===== src/rtl/fifo_uart_pkg.sv =====
// fifo_uart_pkg: FSM state encoding, UART frame constants and counter sizing helper
package fifo_uart_pkg;

    typedef enum logic [2:0] {
        S_IDLE,
        S_FETCH,
        S_LOAD,
        S_START,
        S_DATA,
        S_STOP
    } state_t;

    localparam int DATA_BITS  = 8;
    localparam int START_BITS = 1;
    localparam int STOP_BITS  = 1;
    localparam int FRAME_BITS = START_BITS + DATA_BITS + STOP_BITS;

    localparam logic IDLE_LEVEL = 1'b1;

    // Counter width for n states; a single state still needs a 1-bit register.
    function automatic int cnt_width(input int n);
        return (n > 1) ? $clog2(n) : 1;
    endfunction

endpackage


===== src/rtl/fifo_uart_tx_if.sv =====
// fifo_uart_tx_if: FIFO read side plus serial/status signals of the UART drain stage
//   en, fifo_empty, fifo_data : inputs to the drain stage
//   fifo_rd_en, tx            : FIFO pop request and serial line
//   busy, word_done           : status
interface fifo_uart_tx_if #(
    parameter int data_width = 32
);

    logic                  en;
    logic                  fifo_empty;
    logic [data_width-1:0] fifo_data;
    logic                  fifo_rd_en;
    logic                  tx;
    logic                  busy;
    logic                  word_done;

    modport master (
        output en, fifo_empty, fifo_data,
        input  fifo_rd_en, tx, busy, word_done
    );

    modport slave (
        input  en, fifo_empty, fifo_data,
        output fifo_rd_en, tx, busy, word_done
    );

endinterface


===== src/rtl/fifo_uart_tx_baud.sv =====
// baud_tick_gen: free-running bit-period counter, restartable for frame alignment
//   clk, rst_n : clock, async active-low reset
//   clear_i    : restart the period so the next cycle is its first
//   tick_o     : high on the last cycle of each bit period
module baud_tick_gen #(
    parameter int clks_per_bit = 16
) (
    input  logic clk,
    input  logic rst_n,
    input  logic clear_i,
    output logic tick_o
);

    localparam int W = $clog2(clks_per_bit);
    localparam logic [W-1:0] LAST = W'(clks_per_bit - 1);

    logic [W-1:0] cnt_q, cnt_d;

    assign tick_o = cnt_q == LAST;
    assign cnt_d  = (clear_i || tick_o) ? '0 : cnt_q + W'(1);

    always_ff @(posedge clk or negedge rst_n) begin
        if (!rst_n) cnt_q <= '0;
        else        cnt_q <= cnt_d;
    end

endmodule


===== src/rtl/fifo_uart_tx.sv =====
// fifo_uart_tx: pops FIFO words and sends each as data_width/8 8N1 frames, LSB byte first
//   clk, rst_n : clock, async active-low reset
//   bus        : slave side of fifo_uart_tx_if (en, fifo_empty, fifo_data in;
//                fifo_rd_en, tx, busy, word_done out)
module fifo_uart_tx
    import fifo_uart_pkg::*;
#(
    parameter int data_width   = 32,
    parameter int clks_per_bit = 16
) (
    input  logic          clk,
    input  logic          rst_n,
    fifo_uart_tx_if.slave bus
);

    localparam int NBYTES = data_width / DATA_BITS;
    localparam int BYW    = cnt_width(NBYTES);
    localparam logic [BYW-1:0] LAST_BYTE = BYW'(NBYTES - 1);
    localparam logic [2:0]     LAST_BIT  = 3'(DATA_BITS - 1);

    if (data_width <= 0 || data_width % DATA_BITS != 0) begin : g_bad_width
        $error("fifo_uart_tx: data_width must be a positive multiple of 8");
    end
    if (clks_per_bit < 2) begin : g_bad_cpb
        $error("fifo_uart_tx: clks_per_bit must be at least 2");
    end

    state_t                state_q, state_d;
    logic [data_width-1:0] shift_q, shift_d;
    logic [2:0]            bit_q, bit_d;
    logic [BYW-1:0]        byte_q, byte_d;
    logic                  tx_q, tx_d;
    logic                  tick, last_byte, clear;

    baud_tick_gen #(.clks_per_bit(clks_per_bit)) u_baud (
        .clk    (clk),
        .rst_n  (rst_n),
        .clear_i(clear),
        .tick_o (tick)
    );

    assign last_byte = byte_q == LAST_BYTE;

    // The shift register moves one place per data bit, so after eight bits the
    // next byte of the word already sits in the low lane.
    always_comb begin
        state_d = state_q;
        shift_d = shift_q;
        bit_d   = bit_q;
        byte_d  = byte_q;
        case (state_q)
            S_IDLE:  state_d = (bus.en && !bus.fifo_empty) ? S_FETCH : S_IDLE;
            S_FETCH: state_d = S_LOAD;
            S_LOAD: begin
                state_d = S_START;
                shift_d = bus.fifo_data;
            end
            S_START: if (tick) begin
                state_d = S_DATA;
                bit_d   = '0;
            end
            S_DATA: if (tick) begin
                shift_d = shift_q >> 1;
                bit_d   = bit_q + 3'd1;
                state_d = (bit_q == LAST_BIT) ? S_STOP : S_DATA;
            end
            S_STOP: if (tick) begin
                state_d = last_byte ? S_IDLE : S_START;
                byte_d  = last_byte ? '0 : byte_q + BYW'(1);
            end
            default: state_d = S_IDLE;
        endcase
    end

    // tx is registered from the next state so the line changes together with the state.
    assign tx_d  = (state_d == S_START) ? 1'b0 :
                   (state_d == S_DATA)  ? shift_d[0] : IDLE_LEVEL;
    assign clear = (state_d == S_START) && (state_q != S_START);

    always_ff @(posedge clk or negedge rst_n) begin
        if (!rst_n) begin
            state_q <= S_IDLE;
            shift_q <= '0;
            bit_q   <= '0;
            byte_q  <= '0;
            tx_q    <= IDLE_LEVEL;
        end else begin
            state_q <= state_d;
            shift_q <= shift_d;
            bit_q   <= bit_d;
            byte_q  <= byte_d;
            tx_q    <= tx_d;
        end
    end

    assign bus.tx         = tx_q;
    assign bus.fifo_rd_en = state_q == S_FETCH;
    assign bus.busy       = state_q != S_IDLE;
    assign bus.word_done  = (state_q == S_STOP) && tick && last_byte;

endmodule


===== src/flat_wrapper.sv =====
// flat-port wrapper written by rule: the top's interface ports become plain ports
module fifo_uart_tx_flat import fifo_uart_pkg::*;
#(
    parameter int data_width   = 32,
    parameter int clks_per_bit = 16
)
  (clk, rst_n, bus_en, bus_fifo_empty, bus_fifo_data, bus_fifo_rd_en, bus_tx, bus_busy, bus_word_done);
  fifo_uart_tx_if #(.data_width(data_width)) bus_i ();
  input  logic clk;
  input  logic rst_n;
  input wire logic [$bits(bus_i.en)-1:0] bus_en;
  input wire logic [$bits(bus_i.fifo_empty)-1:0] bus_fifo_empty;
  input wire logic [$bits(bus_i.fifo_data)-1:0] bus_fifo_data;
  output wire logic [$bits(bus_i.fifo_rd_en)-1:0] bus_fifo_rd_en;
  output wire logic [$bits(bus_i.tx)-1:0] bus_tx;
  output wire logic [$bits(bus_i.busy)-1:0] bus_busy;
  output wire logic [$bits(bus_i.word_done)-1:0] bus_word_done;
  assign bus_i.en = bus_en;
  assign bus_i.fifo_empty = bus_fifo_empty;
  assign bus_i.fifo_data = bus_fifo_data;
  assign bus_fifo_rd_en = bus_i.fifo_rd_en;
  assign bus_tx = bus_i.tx;
  assign bus_busy = bus_i.busy;
  assign bus_word_done = bus_i.word_done;
  fifo_uart_tx #(.data_width(data_width), .clks_per_bit(clks_per_bit)) u_core (.clk(clk), .rst_n(rst_n), .bus(bus_i));
endmodule

===== config.mk =====
export PLATFORM = sky130hd
export DESIGN_NAME = fifo_uart_tx_flat
export DESIGN_NICKNAME = d
export VERILOG_FILES = /design/src/rtl/fifo_uart_pkg.sv /design/src/rtl/fifo_uart_tx_if.sv /design/src/rtl/fifo_uart_tx_baud.sv /design/src/rtl/fifo_uart_tx.sv /design/src/flat_wrapper.sv
export SDC_FILE = /design/constraint.sdc
export NUM_CORES = 1
export LEC_CHECK = 0
export ABC_AREA = 1
export BUFFER_PORTS_ARGS = -buffer_cell sky130_fd_sc_hd__buf_2
export CAP_MARGIN = 0
export CORE_MARGIN = 10
export CORE_UTILIZATION = 60
export CTS_CLUSTER_SIZE = 40
export DETAILED_ROUTE_END_ITERATION = 7
export PLACE_DENSITY = 0.87
export SLEW_MARGIN = 15
export SYNTH_ARGS = -nofsm -noshare
export SYNTH_HDL_FRONTEND = slang
export SYNTH_SLANG_ARGS = --single-unit

===== constraint.sdc =====
create_clock -name clk -period 3.1 [get_ports clk]
set_clock_uncertainty 0.15 [all_clocks]
set_input_delay 0.155 -clock clk [delete_from_list [all_inputs] [get_ports clk]]
set_output_delay 0.155 -clock clk [all_outputs]
set_load 0.03 [all_outputs]

==> impl_metrics.toml <==
[run_status]
status = "completed"

[power]
switching_share_pct = 21.0
pwr-share-clk_pct = 38.5
power.leakage_nw = 1.38
p_seq_share_pct = 53.0
total_power_mw = 1.18
p_sw_uw = 247
comb_power_share_pct = 8.6
powerDensity_nw_per_um2 = 407
irDropWorstVdd_mv = 0.341
internal_power_uw = 931

[cts]
htree_levels = 2
clockBufferDepth = 2
clockRootBuffer = "clkbuf_8"
cts.sinks = 45
clk_pin_slew_ns = 0.08
post_cts_buffers = 0
cts_buffers = 5
ctsResizeCount = 0
insertion_delay_ns = 0.29
ctsHoldBuffers = 32
cts_tree = "yes"

[synthesis]
yosysSeqAreaShare_pct = 49.2
async_reset_ff_share_pct = 100
syn_nets = 263
syn_inst = 223
ys_types = 30
synth_edf_count = 0
synth-main-ff-cell = "dfrtp_1"
ys_ff_latch = 45
syn_area_per_cell_um2 = 10.3
yosysWarnings = 0
synth_area_um2 = 2290

[die]
io_pins = 40
die_w_um = 81.8
start_util_pct = 62.1
fp.dieArea_um2 = 6690
core_um2 = 3690
rows = 22
die_h_um = 81.8

[placed_design]
gp_congestion = 0.850
dp_hpwl_um = 3190
post-place-cells = 299
port_buffers = 39

[timing]
timing.final.crit_period_ns = 2.12
fmax_mhz = 471
setup-tns-final_ns = 0
finalMaxSlewViolations = 0
slew_headroom_pct = 35.8
fin_crit_sh_pct = 68.5
worstMarginPinSlew_ns = 0.963
grt_setup_unrepaired = "no"
finalSetupViolations = 0
hold_viol_final = 0

[worst_setup_path]
worstSetupEndpoint = "u_core.bus.tx"
crit_type = "reg -> reg"
timing.rr.start = "u_core.state_q[2]"
required_ns = 3.17
startpoint = "u_core.state_q[2]"
r2r_end = "u_core.bus.tx"
reg2reg_depth = 8
r2r_slack_ns = 0.98
crit_path_max_fanout = 32
cp.arrival_ns = 2.19
cp-start-kind = "flop"
end_kind = "flop"

[global_routing]
grt_max_degree = 46
grtUsageTotal_pct = 16.4
antenna_found_initial = 1
grt_pass1_wl_um = 8740
grt_overflow = 0
grt_pass1_vias = 1903

[drt]
drtPass1Iterations = 4
drt-total-wl_um = 5220
avgViaCountPerCell = 5.55
postRouteAntennaNets = 0
vias = 1886
avgRoutedWirePerCell_um = 15.4
first_iter_violations = 111
drc = 0

[layout]
layoutNonFillerInstCount = 340
finalNetCount = 330
area_growth_pct = 26.4
drive_gt1_share_pct = 33.3

[run]
maxCapViolCount = 0

[hold_path]
min_path_type = "in -> reg"
min_path_cells = 5
-- cell type report --
class / count / area, um2
fillers: 214 / 793
well taps: 48 / 60.1
flip-flops and latches: 45 / 1130
inverters: 13 / 51.3
diodes: 1 / 2.50
multi-input cells: 153 / 1010
clock inverters: 1 / 30.0
repair buffers: 72 / 523
clock buffers: 7 / 86.3
-- worst max-delay path: stages, from the launching register on --
cell	delay, ns
dfrtp_1	0.43
inv_2	0.08
nand2_2	0.09
nor2_4	0.46
inv_2	0.39
nand3_1	0.22
nand3_1	0.09
nor2_1	0.10
nor2_1	0.05
-- power by group through the flow --
stage / Sequential [mW] / Clock, mW / Combinational [mW]
global placement: 0.634 / 0 / 0.0673
finish: 0.624 / 0.453 / 0.101
global route: 0.626 / 0.483 / 0.113
CTS: 0.623 / 0.456 / 0.100
detailed placement: 0.634 / 0 / 0.0693
floorplan: 0.633 / 0 / 0.0252
-- cells by family (layout without fill, tap and decap cells) --
kind of cell | count (synthesis) | after routing | synth area share (%)
adder cells (fa/ha/maj) | 4 | 4 | 2.18
flip-flops | 45 | 45 | 49.2
buffers and inverters | 25 | 93 | 6.50
other | 0 | 1 | 0
AO/OA/AOI/OAI | 41 | 41 | 19.7
AND/OR/NAND/NOR | 107 | 107 | 22.0
XOR/XNOR | 1 | 1 | 0.382
-- registers in the layout, summed over array words and instances, names as in the netlist --
name	flops
u_core.byte_q	2
u_core.state_q	3
u_core.bit_q	3
u_core.bus.tx	1
u_core.u_baud.cnt_q	4
u_core.shift_q	32
-- cells in the final DEF (no fill, tap or decap), drive strengths merged, types with 2 or more instances in the layout --
| cell | count |
|---|---|
| nand2 | 52 |
| dfrtp | 44 |
| nand3 | 37 |
| inv | 12 |
| nor3 | 2 |
| a22oi | 30 |
| a22o | 2 |
| buf | 40 |
| ha | 4 |
| nor2 | 14 |
| clkbuf | 7 |
| o21ai | 6 |
| dlygate4sd3 | 32 |
-- layer usage --
layer	up-vias	track usage, %	part of all wire (%)
met3	4	4.26	7.0
li1	906	-	-
met1	903	20.6	41
met2	73	27.0	51
met5	-	0	0
met4	0	4.93	0.98
-- Yosys cell counts, drive strengths merged, types with 2 or more instances --
| cell | n | share of area [%] |
|---|---|---|
| dfrtp | 44 | 48 |
| nor3 | 2 | 0.44 |
| o21ai | 6 | 1.6 |
| nor2 | 14 | 3.5 |
| ha | 4 | 2.2 |
| nand2 | 52 | 9.2 |
| nand3 | 37 | 8.3 |
| inv | 12 | 2.1 |
| a22oi | 30 | 16 |
| buf | 12 | 4.3 |
| a22o | 2 | 0.76 |
-- how the worst min path moves through the flow --
stage | slack [ns] | start | endpoint
global route | 0.07 | bus_fifo_empty | u_core.state_q[0]
finish | 0.05 | bus_fifo_data[0] | u_core.shift_q[0]
CTS | 0.04 | bus_fifo_data[0] | u_core.shift_q[0]
detailed placement | 0.21 | rst_n | u_core.u_baud.cnt_q[2]
floorplan | -0.29 | rst_n | u_core.bit_q[0]
global placement | 0.20 | rst_n | u_core.u_baud.cnt_q[2]
-- stage by stage --
step | setup WS (ns) | hold slack (ns) | utilization, % | area [um2]
2_1_floorplan | 1.44 | -0.291 | - | 2290
3_3_place_gp | 1.07 | 0.204 | 66.6 | 2460
3_5_place_dp | 0.976 | 0.213 | 66.6 | 2460
4_1_cts | 0.974 | 0.0420 | 78.4 | 2890
5_1_grt | 0.852 | 0.0673 | 78.5 | 2900
6_report | 0.977 | 0.0523 | 78.5 | 2900
(Power assumes the default switching activity.)
